[src/rtl/dmem_arbiter.sv]
// Two-port data-memory arbiter: scalar LSU on port 0, SIMD LSU on port 1.
// Grants are held through downstream stalls; read responses are routed back via an in-order ID FIFO.
module dmem_arbiter #(
    parameter int unsigned MAX_OUTSTANDING = 2,
    parameter bit          FIXED_PRIO      = 1'b0
) (
    input  logic        clk,
    input  logic        resetn,

    input  logic        m0_req_valid,
    output logic        m0_req_ready,
    input  logic [31:0] m0_req_addr,
    input  logic [31:0] m0_req_wdata,
    input  logic [3:0]  m0_req_wmask,
    input  logic        m0_req_write,
    output logic        m0_resp_valid,
    input  logic        m0_resp_ready,
    output logic [31:0] m0_resp_rdata,

    input  logic        m1_req_valid,
    output logic        m1_req_ready,
    input  logic [31:0] m1_req_addr,
    input  logic [31:0] m1_req_wdata,
    input  logic [3:0]  m1_req_wmask,
    input  logic        m1_req_write,
    output logic        m1_resp_valid,
    input  logic        m1_resp_ready,
    output logic [31:0] m1_resp_rdata,

    output logic        mem_req_valid,
    input  logic        mem_req_ready,
    output logic [31:0] mem_req_addr,
    output logic [31:0] mem_req_wdata,
    output logic [3:0]  mem_req_wmask,
    output logic        mem_req_write,
    input  logic        mem_resp_valid,
    output logic        mem_resp_ready,
    input  logic [31:0] mem_resp_rdata,

    output logic        err_spurious_resp
);

    localparam int unsigned CW = $clog2(MAX_OUTSTANDING + 1);
    localparam int unsigned PW = (MAX_OUTSTANDING > 1) ? $clog2(MAX_OUTSTANDING) : 1;
    localparam logic [PW-1:0] PTR_LAST = PW'(MAX_OUTSTANDING - 1);
    localparam logic [CW-1:0] DEPTH    = CW'(MAX_OUTSTANDING);

    typedef enum logic [1:0] {
        LOCK_NONE,
        LOCK_P0,
        LOCK_P1
    } lock_t;

    lock_t         lock_q;
    lock_t         lock_d;
    logic          last_grant;
    logic          id_mem [MAX_OUTSTANDING];
    logic [PW-1:0] wr_ptr;
    logic [PW-1:0] rd_ptr;
    logic [CW-1:0] count;
    logic          err_q;

    logic full;
    logic empty;
    logic elig0;
    logic elig1;
    logic grant;
    logic accept;
    logic push;
    logic pop;
    logic head;
    logic resp_live;
    logic spurious;

    function automatic logic [PW-1:0] ptr_inc(input logic [PW-1:0] p);
        return (p == PTR_LAST) ? '0 : p + 1'b1;
    endfunction

    assign full  = (count == DEPTH);
    assign empty = (count == '0);

    // A full ID FIFO only blocks loads; stores never produce a response.
    assign elig0 = m0_req_valid & (m0_req_write | ~full);
    assign elig1 = m1_req_valid & (m1_req_write | ~full);

    always_comb begin
        grant = 1'b0;
        case (lock_q)
            LOCK_P0: grant = 1'b0;
            LOCK_P1: grant = 1'b1;
            default: begin
                if (elig0 && elig1) begin
                    grant = FIXED_PRIO ? 1'b0 : ~last_grant;
                end else begin
                    grant = elig1;
                end
            end
        endcase
    end

    assign mem_req_valid = resetn & (grant ? elig1 : elig0);
    assign mem_req_addr  = grant ? m1_req_addr  : m0_req_addr;
    assign mem_req_wdata = grant ? m1_req_wdata : m0_req_wdata;
    assign mem_req_wmask = grant ? m1_req_wmask : m0_req_wmask;
    assign mem_req_write = grant ? m1_req_write : m0_req_write;

    assign m0_req_ready = resetn & ~grant & mem_req_ready & elig0;
    assign m1_req_ready = resetn &  grant & mem_req_ready & elig1;

    assign accept = mem_req_valid & mem_req_ready;
    assign push   = accept & ~mem_req_write;

    assign head          = id_mem[rd_ptr];
    assign resp_live     = resetn & mem_resp_valid & ~empty;
    assign m0_resp_valid = resp_live & ~head;
    assign m1_resp_valid = resp_live &  head;
    assign m0_resp_rdata = mem_resp_rdata;
    assign m1_resp_rdata = mem_resp_rdata;

    // With nothing outstanding the response is sunk so it cannot wedge the memory.
    assign mem_resp_ready = resetn & (empty | (head ? m1_resp_ready : m0_resp_ready));
    assign pop            = mem_resp_valid & mem_resp_ready & ~empty;
    assign spurious       = mem_resp_valid & mem_resp_ready & empty;

    always_comb begin
        lock_d = LOCK_NONE;
        if (mem_req_valid && !mem_req_ready) begin
            lock_d = grant ? LOCK_P1 : LOCK_P0;
        end
    end

    always_ff @(posedge clk or negedge resetn) begin
        if (!resetn) begin
            lock_q     <= LOCK_NONE;
            last_grant <= 1'b1;
        end else begin
            lock_q <= lock_d;
            if (accept) begin
                last_grant <= grant;
            end
        end
    end

    always_ff @(posedge clk or negedge resetn) begin
        if (!resetn) begin
            for (int unsigned i = 0; i < MAX_OUTSTANDING; i++) begin
                id_mem[i] <= 1'b0;
            end
            wr_ptr <= '0;
            rd_ptr <= '0;
            count  <= '0;
        end else begin
            if (push) begin
                id_mem[wr_ptr] <= grant;
                wr_ptr         <= ptr_inc(wr_ptr);
            end
            if (pop) begin
                rd_ptr <= ptr_inc(rd_ptr);
            end
            case ({push, pop})
                2'b10:   count <= count + 1'b1;
                2'b01:   count <= count - 1'b1;
                default: count <= count;
            endcase
        end
    end

    always_ff @(posedge clk or negedge resetn) begin
        if (!resetn) begin
            err_q <= 1'b0;
        end else if (spurious) begin
            err_q <= 1'b1;
        end
    end

    assign err_spurious_resp = err_q;

endmodule

[config.mk]
export PLATFORM = sky130hd
export DESIGN_NAME = dmem_arbiter
export DESIGN_NICKNAME = d
export VERILOG_FILES = /design/src/rtl/dmem_arbiter.sv
export SDC_FILE = /design/constraint.sdc
export NUM_CORES = 1
export LEC_CHECK = 0
export BUFFER_PORTS_ARGS = -buffer_cell sky130_fd_sc_hd__buf_2
export CAP_MARGIN = 20
export CORE_AREA = 2 2 122 124
export DETAILED_ROUTE_END_ITERATION = 8
export DIE_AREA = 0 0 124 126
export PLACE_DENSITY = 0.47
export SYNTH_ARGS = -nofsm -noshare
export SYNTH_HDL_FRONTEND = slang
export SYNTH_SLANG_ARGS = --single-unit
[constraint.sdc]
create_clock -name clk -period 3.04 [get_ports clk]
set_input_delay 0.608 -clock clk [delete_from_list [all_inputs] [get_ports clk]]
set_output_delay 0.608 -clock clk [all_outputs]
set_load 0.01 [all_outputs]
# --- After elaboration in Yosys (flattened, before gate mapping) ---
# Index checks and enable logic that the tools add are counted.
totals:
  in_bits: 178
  wordCells: 75
  ff_bits: 10
  out_inout_bits: 140
op_classes:
  mux: 19
  reduce_logical: 6
  addsub: 4
  n_lt_le_gt_ge: 3
  bitwise_logic: 30
  n_eq_ne: 5
ops:
  columns: ["op", "n"]
  rows:
  - ["$mux 32", 2]
  - ["$and 1x1->1", 19]
  - ["$mux 1", 10]
  - ["$eq 2x2->1 const B", 3]
  - ["$not 1->1", 6]
  - ["$eq 2x1->1 const B", 2]
  - ["$ge 2x2->1 const B", 2]
  - ["$mux 2", 2]
  - ["$mux 4", 1]
  - ["$not 1->2", 2]
  - ["$pmux 2 s2", 1]
  - ["$logic_and 1x1->1", 3]
  - ["$or 1x1->1", 3]
  - ["$add 1x1->1 const B", 2]
  - ["$add 2x1->2 const B", 1]
  - ["$bwmux 2", 1]
  - ["$logic_not 2->1", 1]
  - ["$lt 2x1->1 const B", 1]
  - ["$pmux 1 s2", 1]
  - ["$reduce_bool 2->1", 1]
  - ["$sub 2x1->2 const B", 1]
  - ["$demux 1 s1", 1]
  - ["$logic_not 1->1", 1]

# --- Longest topological paths before layout ---
depth:
  word_depth: 13
  mapped_depth: 10
  ltp_nobuf: 10

# --- Least setup slack after synthesis ---
# No wires, ideal clock.
synth_path:
  path_kind: "in2out"
  start: "input port m1_req_write"
  end: "output port mem_req_wdata[20]"
  t_arrival_ns: 2.072
  path_slack_ns: 0.360
  path_buffers: 2
  stages: 5
  required_ns: 2.432
  path_cell_list: "or3b_1 buf_2 a41oi_4 buf_6 mux2_2"
synth_between:
  elab_chain_cells: 6
synth_lines:
  columns: ["element", "line_no", "source"]
  rows:
  - ["start, declared", "25", "input logic m1_req_write,"]
  - ["$or 1x1->1 (*)", "84", "assign elig1 = m1_req_valid & (m1_req_write | ~full);"]
  - ["$and 1x1->1 (*)", "84", null]
  - ["$logic_and 1x1->1", "92", "if (elig0 && elig1) begin"]
  - ["$mux 1 (*)", "92", null]
  - ["$pmux 1 s2 (*)", "88", "case (lock_q)"]
  - ["$mux 32 (*)", "103", "assign mem_req_wdata = grant ? m1_req_wdata : m0_req_wdata;"]
  - ["end, declared", "33", "output logic [31:0] mem_req_wdata,"]
# Mark *: on every way between the ends. The rest lies on a longest branch, timed or not.

# --- Worst setup path in the final report ---
layout_path:
  start: "input port m1_req_write"
  end: "output port mem_req_wdata[3]"
# Same word-level chain as after synthesis.

==> results.cfg <==
[finish]
drive_above_1_share_pct = 82.2
nets = 546
fillerInstances = 1607
fin_cells = 549
final_util_pct = 20.2
post-route-cell-area_um2 = 2900
antenna_cells = 0
areaGrowthSynthToFinish_pct = 44.9

[clock_network]
cts-root-buf = clkbuf_16
htree_levels = 1
cts_setup_buffers = 0
cts_tree = yes
cts.sinks = 10
cts.hold.buffers_added = 0
cts_made_buffers = 3
clk_latency_ns = 0.24
clockBufferDepth = 2
clk_pin_slew_worst_paths_ns = 0.04
cts_resized = 0

[synth]
ys.warnings.count = 0
synthCells = 210
ys_seq_elements = 10
synth_area_leaders = mux2_2 (35%), buf_4 (24%), dfrtp_1 (11%), buf_6 (4.5%), mux2_4 (3.8%)
yosys.area.top_type = mux2_2
ys_types = 33
yosysSeqAreaShare_pct = 12.6
syn_area_per_cell_um2 = 9.52
synth_nets = 390
synth_area_um2 = 2000
synth_top_cell_area_share_pct = 35.5

[floorplanning]
boundaryPins = 318
die_w_um = 124
core-area_um2 = 14300
rows = 44
dieArea_um2 = 15600
die_h_um = 126
start_util_pct = 14.0

[worst_setup_path]
required_ns = 2.43
reg2reg_slack_ns = 0.59
critPathLaunchType = primary input
cp_max_fo = 38
arrival_ns = 2.32
crit_type = primary input to primary output
r2r-end = count[1]$_DFFE_PN0P_
crit_path_end_kind = primary output
reg2reg_from = count[0]$_DFFE_PN0P_
reg2regPathDepth = 8

[sta]
slew_violations = 0
finalHoldViolations = 0
clock_skew_ns = 0.00128
finalCritPeriodShare_pct = 96.4
timing_worst_slew_pin_value_ns = 0.561
period_minus_slack_ns = 2.93
rsz0062_at_grt = false
slew_headroom_pct = 62.3
worst_slack_ns = 0.110
setup_tns_ns = 0
setup-violations-final = 0
fmax_mhz = 341

[global_routing]
grt_max_degree = 39
use_met3_pct = 4.94
grt_overflow = 0
top_usage_layer = met2
gr-usage-met1_pct = 13.0
met2_usage_pct = 15.5
antenna_found_initial = 1
grt_pass1_vias = 2178
grt_pass1_wl_um = 12100
grt_use_total_pct = 10.2

[min_path]
hold_path_class = primary input to async pin

[power]
cellLeakagePower_nw = 1.52
powerDensity_nw_per_um2 = 521
peakVddDrop_uv = 191

[run]
cap_violations = 0

[placed_design]
dp_cells = 545
pre_cts_slack_ns = 0.117
globalplace.congestion = 0.909
port_buffers = 221
dp_hpwl_um = 7440
dpl_cell_area_um2 = 2810

[routing]
drt_first_pass_iters = 4
routed_wl_um = 8390
ant_nets = 0
drc = 0
wl_per_cell_um = 15.3
drtIter0Drc = 80
num_vias = 2099
vias_per_cell = 3.82

[status]
status = finished clean
## cell type report
class	instances	area (um^2)	share of cell area [%]
Multi-Input combinational cell	123	1160	40.0
Timing Repair Buffer	224	1150	39.8
Sequential cell	10	251	8.68
Tap cell	184	230	7.95
Inverter	4	15.0	0.518
Clock buffer	4	88.8	3.07
## synthesized netlist by cell type
library cell / n
nor3_1: 5
a311oi_1: 1
inv_1: 4
a41o_1: 1
nand3b_1: 1
and2_1: 2
nor2_1: 11
xor2_1: 2
buf_4: 64
a22oi_1: 1
o211ai_1: 2
buf_2: 1
a221oi_1: 1
dfrtp_1: 9
dfstp_2: 1
nand2_1: 5
nand3_1: 1
a21oi_1: 1
or3b_1: 1
xnor2_1: 3
a41oi_1: 1
a31o_2: 1
mux2_2: 63
a2bb2oi_1: 1
or3b_4: 1
mux2_4: 5
o21ai_0: 4
a31oi_1: 1
mux2i_1: 2
ha_1: 2
a41oi_4: 1
nor2b_1: 3
buf_6: 8
## through the flow
stage	hold WS, ns	power [W]
final	0.249	0.00151
after CTS	0.254	0.00154
after global routing	0.273	0.00161
after floorplan	0.312	0.000975
after detailed placement	0.490	0.00126
after global placement	0.487	0.00125
## layer usage
metal / vias up / share of wire, % / wire, um
met1: 950 / 41 / 3470
met4: 2 / 0.75 / 63
met2: 164 / 45 / 3780
met3: 7 / 13 / 1070
met5: - / 0.15 / 13
li1: 976 / - / -
## critical path: stages
cell and delay, ns:
buf_2 0.13, or3b_1 0.44, a41oi_4 0.31, buf_12 0.25
mux2_2 0.39, buf_2 0.15
## worst max path at each step
stage,slack (ns),to,start,cells after the start
detailed placement,0.12,mem_req_wdata[3],m1_req_write,6
floorplan,0.36,mem_req_wdata[20],m1_req_write,5
CTS,0.11,mem_req_wdata[3],m1_req_write,6
global route,0.04,mem_req_addr[27],m1_req_write,6
finish,0.11,mem_req_wdata[3],m1_req_write,6
global placement,0.13,mem_req_wdata[3],m1_req_write,6
## cells in the final DEF, fill, tap and decap left out, types with 2 or more instances in the layout
cell,netlist,final
clkbuf_16,0,3
ha_1,2,2
mux2_4,5,5
buf_12,0,2
nor2b_1,3,3
inv_1,4,4
nand2_1,5,5
o21ai_0,4,4
mux2_2,63,63
dfrtp_1,9,9
nor2_1,11,11
mux2i_1,2,2
o211ai_1,2,2
nor3_1,5,5
xor2_1,2,2
buf_2,1,221
and2_1,2,2
xnor2_1,3,3
## flip-flops by register name (all words and copies together) (netlist names)
signal             count
count                  2
id_mem                 2
lock_q                 2
err_spurious_resp      1
last_grant             1
rd_ptr                 1
wr_ptr                 1
## cells by family (layout without fill, tap and decap cells)
group	count (synthesis)	in the layout	share of synthesized area, %
AOI/OAI and AO/OA	16	16	6.76
xor gates and xnor gates	5	5	2.19
adders and majority gates	2	2	1.25
buffers and inverters	77	232	29.5
DFF	10	10	12.6
muxes	70	70	40.2
and+or+nand+nor	30	30	7.45
## power breakdown
part / switching (W) / internal, W / leakage (nW)
clock: 0.0000657 / 0.000198 / 0.0442
sequential: 0.0000496 / 0.000178 / 0.122
combinational: 0.000487 / 0.000531 / 1.35
Note: power is estimated with default switching activity, not from simulation.
